[src/rtl/bcd_seq_converter.sv]
// -----------------------------------------------------------------------------
// bcd_seq_converter
//
// Purpose:
//   Sequential binary-to-BCD converter using the shift-and-add-3 method.
//   One input bit is processed per clock. A Start/Busy/Done handshake
//   controls each conversion. The packed BCD result drives the
//   seven-segment digit displays.
//
// Parameters:
//   WIDTH  : bit width of the binary input (4..16).
//   DIGITS : number of BCD digits produced. 10**DIGITS must exceed
//            2**WIDTH - 1. This is not checked in the RTL.
//
// Ports:
//   Clock  in   1          rising-edge system clock
//   Resetn in   1          asynchronous, active-low reset
//   Start  in   1          conversion request, sampled only in IDLE
//   Bin    in   WIDTH      binary value, sampled on the accepting edge
//   Busy   out  1          high while a conversion is in progress
//   Done   out  1          one-cycle pulse when Bcd has just been updated
//   Bcd    out  4*DIGITS   packed result, digit k at [4k+3:4k], digit 0 = units
//   HEX    out  7*DIGITS   only with SEG_DECODE_EN. Active-low seven-segment
//                          decode of each Bcd digit (bit0 = a ... bit6 = g).
//
// Configuration macro:
//   SEG_DECODE_EN : when defined, adds the HEX port and the on-block decoder.
// -----------------------------------------------------------------------------
module bcd_seq_converter #(
  parameter int WIDTH  = 8,
  parameter int DIGITS = 3
) (
  input  logic                  Clock,
  input  logic                  Resetn,
  input  logic                  Start,
  input  logic [WIDTH-1:0]      Bin,
  output logic                  Busy,
  output logic                  Done,
  output logic [4*DIGITS-1:0]   Bcd
`ifdef SEG_DECODE_EN
  ,
  output logic [7*DIGITS-1:0]   HEX
`endif
);

  localparam int CW = $clog2(WIDTH + 1);

  typedef enum logic [1:0] {
    S_IDLE  = 2'd0,
    S_SHIFT = 2'd1,
    S_DONE  = 2'd2
  } state_t;

  state_t                r_state;
  logic [WIDTH-1:0]      r_shift;
  logic [4*DIGITS-1:0]   r_scratch;
  logic [4*DIGITS-1:0]   r_bcd;
  logic [CW-1:0]         r_count;
  logic                  r_busy;
  logic                  r_done;

  logic [4*DIGITS-1:0]   w_adj;
  logic [4*DIGITS-1:0]   w_scratch_next;

  // Each digit is adjusted independently. A digit that is 5 or more gets +3
  // so that the following left shift carries correctly into the next digit.
  generate
    for (genvar gi = 0; gi < DIGITS; gi++) begin : g_adj
      assign w_adj[4*gi +: 4] = (r_scratch[4*gi +: 4] >= 4'd5)
                                ? r_scratch[4*gi +: 4] + 4'd3
                                : r_scratch[4*gi +: 4];
    end
  endgenerate

  // Shift the adjusted scratch left by one bit. The MSB of the binary shift
  // register enters the scratch LSB. The top scratch bit falls off; it is
  // always zero when DIGITS is sized correctly.
  assign w_scratch_next = (w_adj << 1)
                        | {{(4*DIGITS-1){1'b0}}, r_shift[WIDTH-1]};

  always_ff @(posedge Clock or negedge Resetn) begin
    if (!Resetn) begin
      r_state   <= S_IDLE;
      r_shift   <= '0;
      r_scratch <= '0;
      r_bcd     <= '0;
      r_count   <= '0;
      r_busy    <= 1'b0;
      r_done    <= 1'b0;
    end else begin
      case (r_state)
        S_IDLE: begin
          r_done <= 1'b0;
          if (Start) begin
            r_shift   <= Bin;
            r_scratch <= '0;
            r_count   <= CW'(WIDTH);
            r_busy    <= 1'b1;
            r_state   <= S_SHIFT;
          end
        end
        S_SHIFT: begin
          r_scratch <= w_scratch_next;
          r_shift   <= {r_shift[WIDTH-2:0], 1'b0};
          r_count   <= r_count - CW'(1);
          if (r_count == CW'(1)) begin
            // Last bit: publish the whole result in one step so that Bcd is
            // never seen partially updated.
            r_bcd   <= w_scratch_next;
            r_busy  <= 1'b0;
            r_done  <= 1'b1;
            r_state <= S_DONE;
          end
        end
        S_DONE: begin
          r_done  <= 1'b0;
          r_state <= S_IDLE;
        end
        default: begin
          r_busy  <= 1'b0;
          r_done  <= 1'b0;
          r_state <= S_IDLE;
        end
      endcase
    end
  end

  assign Busy = r_busy;
  assign Done = r_done;
  assign Bcd  = r_bcd;

`ifdef SEG_DECODE_EN
  // Active-low segments: bit0 = a ... bit6 = g.
  function automatic logic [6:0] seg7(input logic [3:0] d);
    logic [6:0] s;
    case (d)
      4'd0:    s = 7'b1000000;
      4'd1:    s = 7'b1111001;
      4'd2:    s = 7'b0100100;
      4'd3:    s = 7'b0110000;
      4'd4:    s = 7'b0011001;
      4'd5:    s = 7'b0010010;
      4'd6:    s = 7'b0000010;
      4'd7:    s = 7'b1111000;
      4'd8:    s = 7'b0000000;
      4'd9:    s = 7'b0010000;
      default: s = 7'b1111111;
    endcase
    return s;
  endfunction

  // HEX decodes the Bcd register directly. It therefore changes only when
  // DONE is entered or on reset.
  generate
    for (genvar gi = 0; gi < DIGITS; gi++) begin : g_seg
      assign HEX[7*gi +: 7] = seg7(r_bcd[4*gi +: 4]);
    end
  endgenerate
`else
  // No on-block decoder. External display decoders consume Bcd.
`endif

endmodule

[config.mk]
export PLATFORM = sky130hd
export DESIGN_NAME = bcd_seq_converter
export DESIGN_NICKNAME = d
export VERILOG_FILES = /design/src/rtl/bcd_seq_converter.sv
export SDC_FILE = /design/constraint.sdc
export NUM_CORES = 1
export LEC_CHECK = 0
export ABC_AREA = 1
export CELL_PAD_IN_SITES_DETAIL_PLACEMENT = 0
export CELL_PAD_IN_SITES_GLOBAL_PLACEMENT = 2
export CORE_MARGIN = 8
export CORE_UTILIZATION = 35
export CTS_BUF_LIST = sky130_fd_sc_hd__clkbuf_8 sky130_fd_sc_hd__clkbuf_16
export DETAILED_ROUTE_END_ITERATION = 6
export HOLD_SLACK_MARGIN = 0.1
export PLACE_DENSITY_LB_ADDON = 0.2
export SLEW_MARGIN = 10
export SYNTH_ARGS = -nofsm -noshare
export SYNTH_HDL_FRONTEND = slang
export SYNTH_SLANG_ARGS = --single-unit
[constraint.sdc]
create_clock -name Clock -period 3.3 [get_ports Clock]
set_input_delay 0.66 -clock Clock [delete_from_list [all_inputs] [get_ports Clock]]
set_output_delay 0.66 -clock Clock [all_outputs]
set_load 0.005 [all_outputs]
# ---- Yosys cells after proc, flatten, opt, wreduce, memory -nomap -nowiden
# Index checks and enable logic that the tools add are counted.
dict set report totals {
  register_bits 40
  inputBits 11
  out_inout_bits 14
}
dict set report op_classes {
  add_sub_neg 4
  magnitude_cmp 3
  n_eq_ne 5
  mux 17
  bitwise 2
  reduce_logical 6
}
# cell n
set ops {}
lappend ops {{case mux 12 bit (2 select lines)} 1}
lappend ops {{case mux 8 bit (2 select lines)} 1}
lappend ops {{>= comparator 4 x 3 -> 1 bit (second input constant)} 3}
lappend ops {{two-way mux 12 bit} 1}
lappend ops {{two-way mux 4 bit} 3}
lappend ops {{OR 12 x 1 -> 12 bit} 1}
lappend ops {{adder 4 x 2 -> 4 bit (second input constant)} 2}
lappend ops {{two-way mux 8 bit} 1}
lappend ops {{case mux 4 bit (2 select lines)} 1}
lappend ops {{AND reduction 2 bit} 3}
lappend ops {{equality test 4 x 1 -> 1 bit (second input constant)} 1}
lappend ops {{two-way mux 1 bit} 4}
lappend ops {{two-way mux 2 bit} 2}
lappend ops {{!= test 2 bit (second input constant)} 2}
lappend ops {{case mux 2 bit (2 select lines)} 1}
lappend ops {{subtractor 4 x 1 -> 4 bit (second input constant)} 1}
lappend ops {{adder 3 x 2 -> 3 bit (second input constant)} 1}
lappend ops {{two-way mux 3 bit} 1}
lappend ops {{case mux 1 bit (3 select lines)} 1}
lappend ops {{AND reduction 3 bit} 1}
lappend ops {{equality test 2 x 1 -> 1 bit (second input constant)} 1}
lappend ops {{equality test 2 bit (second input constant)} 1}
lappend ops {{zero test 2 bit} 1}
lappend ops {{nonzero test 2 bit} 1}
lappend ops {{inverter 1 bit} 1}

# ---- Longest topological paths before layout
# Gate-level depths: netlist of run 1.
dict set report logic_depth {
  depth_word 4
  mapped_depth 8
  ltp_nobuf 8
}

# ---- Worst setup path before layout of run 1
# OpenSTA, ideal clock, no wires.
dict set report synth_path {
  kind {input to register}
  from {input Start}
  to {register r_shift[4]}
  setup_time_ps 124
  t_arrival_ps 1136
  setup_slack_ps 2040
  cell_stages 6
  path_cell_list {nand2_1 -> nand2_2 -> inv_2 -> buf_6 -> nand2_1 -> nand3_1}
}
dict set report synth_between {
  elab_chain_cells 2
}
# element line
set synth_lines {}
lappend synth_lines {{from (decl)} 35} ;# input logic Start,
lappend synth_lines {{!= test 2 bit (no source line)} --}
lappend synth_lines {{AND reduction 2 bit (no source line)} --}
lappend synth_lines {{to (signal assigned)} 95} ;# r_shift <= Bin;
lappend synth_lines {{to (signal assigned)} 104} ;# r_shift <= {r_shift[WIDTH-2:0], 1'b0};
lappend synth_lines {{to (decl)} 55} ;# logic [WIDTH-1:0] r_shift;
# No other way between the ends.
# A chain may end at the register's enable or synchronous reset.

# ---- Worst setup path after layout of run 1
dict set report layout_path {
  from {register r_bcd[2] (netlist: Bcd[2])}
  to {output Bcd[2]}
}
# element line
set layout_rtl {}
lappend layout_rtl {{from (decl)} 57} ;# logic [4*DIGITS-1:0] r_bcd;
lappend layout_rtl {{from (signal assigned)} 109} ;# r_bcd <= w_scratch_next;
lappend layout_rtl {{to (decl)} 39} ;# output logic [4*DIGITS-1:0] Bcd
# No word-level cell between the ends.

==> impl_metrics.py, run 1 <==
metrics = {
    "clock_network": {
        "clkSinkCount": 40,
        "ctsHoldBuffers": 0,
        "cts_resized": 0,
        "root_buffer": "clkbuf_8",
        "cts_buffers": 5,
        "clkTransAtPathRegs_ns": 0.08,
        "h-tree-depth": 2,
        "tritoncts": "built",
        "cts_setup_buffers": 0,
        "insertion_delay_ns": 0.29,
        "clockBufferDepth": 2,
    },
    "final_layout": {
        "fin_nets": 279,
        "antenna_cells": 0,
        "area_growth_pct": 19.0,
        "fin_area_sq_mm": 0.00231,
        "stdcell_count": 333,
        "final_core_util": 0.425,
        "nFillCells": 560,
        "layout_commonest_cell": "nand2_1",
        "layout-drive-gt1-share": 0.0690,
        "final_cell_mix": "90 x nand2_1, 40 x dfrtp_1, 29 x nand3_1, 23 x inv_1, 23 x clkdlybuf4s50_1",
    },
    "floorplan": {
        "pin_count": 25,
        "die_y_um": 90.5,
        "num_rows": 27,
        "coreArea_sq_mm": 0.00544,
        "fp.dieW_um": 90.5,
        "floorplan.initialDensity": 0.357,
        "fp.dieArea_sq_mm": 0.00818,
    },
    "sta": {
        "whs_ns": 0.473,
        "post-route-worst-setup-slack_ns": 1.48,
        "setup_tns_ns": 0,
        "slew_viol_final": 0,
        "setup_viol": 0,
        "clock_skew_ns": 0.00326,
        "tightest_slew_ns": 0.921,
        "maxSlewHeadroom": 0.386,
        "hold_viol": 0,
        "fmax_mhz": 550,
        "post-route-period-util": 0.551,
        "min_period_ns": 1.82,
        "rsz0062_at_grt": "false",
    },
    "power_and_ir_drop": {
        "vdd_drop_max_v": 0.000313,
        "power.density_mw_per_mm2": 945,
        "power.leakage_nw": 1.17,
        "power_mw": 2.18,
    },
    "critical_path": {
        "worst-path-buf-inv": 1,
        "crit_type": "register to output pin",
        "cp-start-kind": "register",
        "worstPathRequired_ns": 2.64,
        "path_cells": "clkdlybuf4s50_1",
        "slowest_delay_ns": 0.50,
        "endpoint_kind": "output pin",
        "crit_family": "buffers and inverters",
        "cp_max_fo": 2,
        "cp.arrival_ns": 1.16,
        "cp_slowest_cell": "clkdlybuf4s50_1",
    },
    "synth": {
        "syn_area_sq_mm": 0.00194,
        "syn-num-nets": 253,
        "synth-seq-area-share": 0.516,
        "synth-async-reset-ratio": 1.00,
        "syn_inst": 234,
        "dominantRegCellSynth": "dfrtp_1",
        "synthDistinctLibCells": 21,
        "avgSynthCellArea_sq_um": 8.29,
        "synth_edf_count": 0,
        "ys_ff_latch": 40,
        "yosys_warnings": 0,
    },
    "global_route": {
        "grt_max_degree": 41,
        "grt-busiest-layer": "met2",
        "grt_pass1_vias": 1622,
        "grtUsageMet1": 0.143,
        "grtUsageMet2": 0.177,
        "grt_usage": 0.113,
        "grt-ovfl-total": 0,
        "grt_pass1_wl_mm": 7.60,
        "met3_usage": 0.0258,
        "antenna_found_initial": 0,
    },
    "route": {
        "dr.pass1.iters": 4,
        "drt-total-wl_mm": 4.34,
        "viasPerCell": 4.71,
        "vias": 1567,
        "drc": 0,
        "ant_nets": 0,
        "routedWlPerCell_um": 13.0,
        "dr.first_iter.drc_count": 81,
    },
    "place": {
        "dp_hpwl_mm": 2.90,
        "gp_congestion": 0.801,
        "place_inst": 325,
        "portBuffers": 24,
        "placed_cell_area_sq_mm": 0.00222,
        "post-place-ws_ns": 1.47,
    },
    "run_status": {
        "status": "finished clean",
    },
    "run": {
        "drv_cap": 0,
    },
    "worst_hold_path": {
        "min_path_type": "register to register",
    },
}
[power by group]
part / internal, mW / switching, mW
registers: 0.710 / 0.144
clock network: 0.165 / 0.173
logic: 0.417 / 0.574
[synth_stat cells, types with 2 or more instances]
cell type   n  area, sq um
a21oi_1     5         25.0
o21ai_0     8         40.0
buf_6       3         33.8
inv_1      21         78.8
a21boi_0    3         22.5
inv_2       5         18.8
nor2_1      4         15.0
dfrtp_1    40         1000
nand2_1    90          338
nand3_1    29          145
nand2_2     3         18.8
o22ai_1     2         12.5
ha_1        8          100
nand4_1     6         37.5
[area by class of cell]
class | instances | area [sq um] | area share
Clock buffer | 6 | 82.6 | 0.0358
Clock inverter | 2 | 7.51 | 0.00325
Inverter | 26 | 97.6 | 0.0423
Multi-Input combinational cell | 163 | 796 | 0.345
Sequential cell | 40 | 1000 | 0.433
Tap cell | 72 | 90.1 | 0.0390
Timing Repair Buffer | 24 | 235 | 0.102
[path summary, 6_finish.rpt]
check,start,endpoint,slack (ns),cells after the start
max,Bcd[2]$_DFFE_PN0P_,Bcd[2],1.48,1
min,r_shift[0]$_DFFE_PN0P_,r_shift[0]$_DFFE_PN0P_,0.47,2
max reg2reg,r_count[1]$_DFFE_PN0P_,Bcd[0]$_DFFE_PN0P_,1.73,7
max in group asynchronous,Resetn,Bcd[10]$_DFFE_PN0P_,2.23,1
min reg2reg,r_shift[0]$_DFFE_PN0P_,r_shift[0]$_DFFE_PN0P_,0.47,2
min in group asynchronous,Resetn,Busy$_DFFE_PN0P_,0.50,1
[flip-flops by register name (all words and copies together), names as in the netlist]
register	flops
Done	1
r_state	2
Busy	1
Bcd	12
r_shift	8
r_scratch	12
r_count	4
[metal layers]
metal | up-vias | routed length (um)
met5 | - | 0
met4 | 0 | 74
met3 | 6 | 162
met2 | 27 | 1920
met1 | 730 | 2190
li1 | 804 | -
[logic make-up (layout without fill, tap and decap cells)]
kind of cell | Yosys count | count (layout) | synth area share
adders and majority gates | 8 | 8 | 0.0516
buffers and inverters | 31 | 58 | 0.0741
and+or+nand+nor | 135 | 135 | 0.300
AOI/OAI and AO/OA | 20 | 20 | 0.0580
DFF | 40 | 40 | 0.516
Note: power is estimated with default switching activity, not from simulation.
==> inputs of run 2 (changes only) <==
--- a/config.mk
+++ b/config.mk
@@ -9,7 +9,7 @@
 export CELL_PAD_IN_SITES_DETAIL_PLACEMENT = 0
 export CELL_PAD_IN_SITES_GLOBAL_PLACEMENT = 2
 export CORE_MARGIN = 8
-export CORE_UTILIZATION = 35
+export CORE_UTILIZATION = 32
 export CTS_BUF_LIST = sky130_fd_sc_hd__clkbuf_8 sky130_fd_sc_hd__clkbuf_16
 export DETAILED_ROUTE_END_ITERATION = 6
 export HOLD_SLACK_MARGIN = 0.1
==> constraint.sdc (replaced) <==
create_clock -name Clock -period 1.72 [get_ports Clock]
set_input_delay 0.344 -clock Clock [delete_from_list [all_inputs] [get_ports Clock]]
set_output_delay 0.344 -clock Clock [all_outputs]
set_load 0.005 [all_outputs]
==> impl_metrics.py, run 2 (synthesis results as in run 1) <==
metrics = {
    "global_route": {
        "antenna_found_initial": 0,
        "grt_pass1_wl_mm": 7.75,
        "grt_pass1_vias": 1634,
        "grt_max_degree": 41,
        "grt-ovfl-total": 0,
        "grt_usage": 0.110,
    },
    "power_and_ir_drop": {
        "combinationalPowerShare": 0.434,
        "power.leakage_nw": 1.20,
        "switching_share": 0.387,
        "power.switching_mw": 1.70,
        "power_mw": 4.40,
        "p_seq_frac": 0.371,
        "p_int_mw": 2.70,
        "vdd_drop_max_v": 0.000617,
        "p_clk_frac": 0.195,
        "power.density_mw_per_mm2": 1850,
    },
    "route": {
        "dr.first_iter.drc_count": 45,
        "vias": 1545,
        "routedWlPerCell_um": 12.7,
        "dr.pass1.iters": 4,
        "drc": 0,
        "drt-total-wl_mm": 4.32,
        "viasPerCell": 4.54,
        "ant_nets": 0,
    },
    "critical_path": {
        "r2r_cells": 7,
        "reg2reg_to": "r_scratch[11]$_DFFE_PN0P_",
        "slowest_delay_ns": 0.51,
        "crit_family": "buffers and inverters",
        "cp-start-kind": "register",
        "worstPathRequired_ns": 1.38,
        "worst-path-buf-inv": 1,
        "cp_slowest_cell": "clkdlybuf4s50_1",
        "r2r_start": "r_scratch[8]$_DFFE_PN0P_",
        "path_cells": "clkdlybuf4s50_1",
        "endpoint_kind": "output pin",
        "cp_max_fo": 2,
        "reg2reg_slack_ns": 0.34,
        "crit_type": "register to output pin",
        "cp.arrival_ns": 1.17,
    },
    "clock_network": {
        "cts_resized": 0,
        "cts_buffers": 5,
        "clkTransAtPathRegs_ns": 0.08,
        "cts_setup_buffers": 0,
        "tritoncts": "built",
        "clockBufferDepth": 2,
        "insertion_delay_ns": 0.30,
        "clkSinkCount": 40,
        "ctsHoldBuffers": 0,
        "h-tree-depth": 2,
        "root_buffer": "clkbuf_8",
    },
    "floorplan": {
        "fp.dieArea_sq_mm": 0.00881,
        "num_rows": 28,
        "pin_count": 25,
        "floorplan.initialDensity": 0.330,
        "die_y_um": 93.9,
        "coreArea_sq_mm": 0.00589,
        "fp.dieW_um": 93.9,
    },
    "sta": {
        "min_period_ns": 1.51,
        "fmax_mhz": 662,
        "hold_viol": 0,
        "setup_tns_ns": 0,
        "tightest_slew_ns": 0.518,
        "post-route-worst-setup-slack_ns": 0.210,
        "slew_viol_final": 0,
        "post-route-period-util": 0.878,
        "whs_ns": 0.0957,
        "setup_viol": 0,
        "maxSlewHeadroom": 0.654,
        "clock_skew_ns": 0.0110,
        "rsz0062_at_grt": "false",
    },
    "final_layout": {
        "area_growth_pct": 22.6,
        "layout_commonest_cell": "nand2_1",
        "antenna_cells": 0,
        "stdcell_count": 340,
        "layout-drive-gt1-share": 0.0906,
        "final_core_util": 0.404,
        "fin_nets": 283,
        "final_cell_mix": "90 x nand2_1, 40 x dfrtp_1, 29 x nand3_1, 23 x clkdlybuf4s50_1, 21 x inv_1",
        "fin_area_sq_mm": 0.00238,
        "nFillCells": 605,
    },
    "place": {
        "dp_hpwl_mm": 3.03,
        "placed_cell_area_sq_mm": 0.00225,
        "portBuffers": 24,
        "gp_congestion": 0.838,
        "place_inst": 332,
        "post-place-ws_ns": 0.314,
    },
    "worst_hold_path": {
        "min_path_type": "input port to asynchronous set/reset pin",
    },
    "run": {
        "drv_cap": 0,
    },
    "run_status": {
        "status": "finished clean",
    },
}
run 2: how the worst max path moves through the flow:
stage / cells past startpoint / slack, ns / startpoint / end
floorplan: 8 / 0.54 / r_scratch[4]$_DFFE_PN0P_ / Bcd[5]$_DFFE_PN0P_
global placement: 5 / 0.32 / Start / r_shift[7]$_DFFE_PN0P_
detailed placement: 6 / 0.31 / Start / r_scratch[10]$_DFFE_PN0P_
CTS: 1 / 0.18 / Bcd[5]$_DFFE_PN0P_ / Bcd[5]
global route: 1 / 0.15 / Bcd[5]$_DFFE_PN0P_ / Bcd[5]
finish: 1 / 0.21 / Bcd[5]$_DFFE_PN0P_ / Bcd[5]
run 2: layout make-up:
type | count | area, sq um | share of cell area
flip-flops and latches | 40 | 1000 | 0.421
well taps | 75 | 93.8 | 0.0394
multi-input cells | 163 | 796 | 0.334
inverters | 26 | 97.6 | 0.0410
repair buffers | 28 | 265 | 0.111
clock inverters | 1 | 30.0 | 0.0126
clock buffers | 7 | 96.3 | 0.0405
run 2: power groups by stage:
stage,logic [mW],registers (mW),clock network [mW]
3_5_place_dp,1.95,1.65,0
4_1_cts,1.96,1.64,0.892
2_1_floorplan,1.30,1.62,0
6_report,1.91,1.63,0.856
3_3_place_gp,1.96,1.65,0
5_1_grt,2.24,1.70,0.925
run 2: layer usage:
metal	vias up	wire (um)	GRT usage
met5	-	0	0
met4	0	57	0.0357
met3	5	178	0.0336
met2	25	2040	0.181
met1	706	2040	0.134
li1	809	-	-
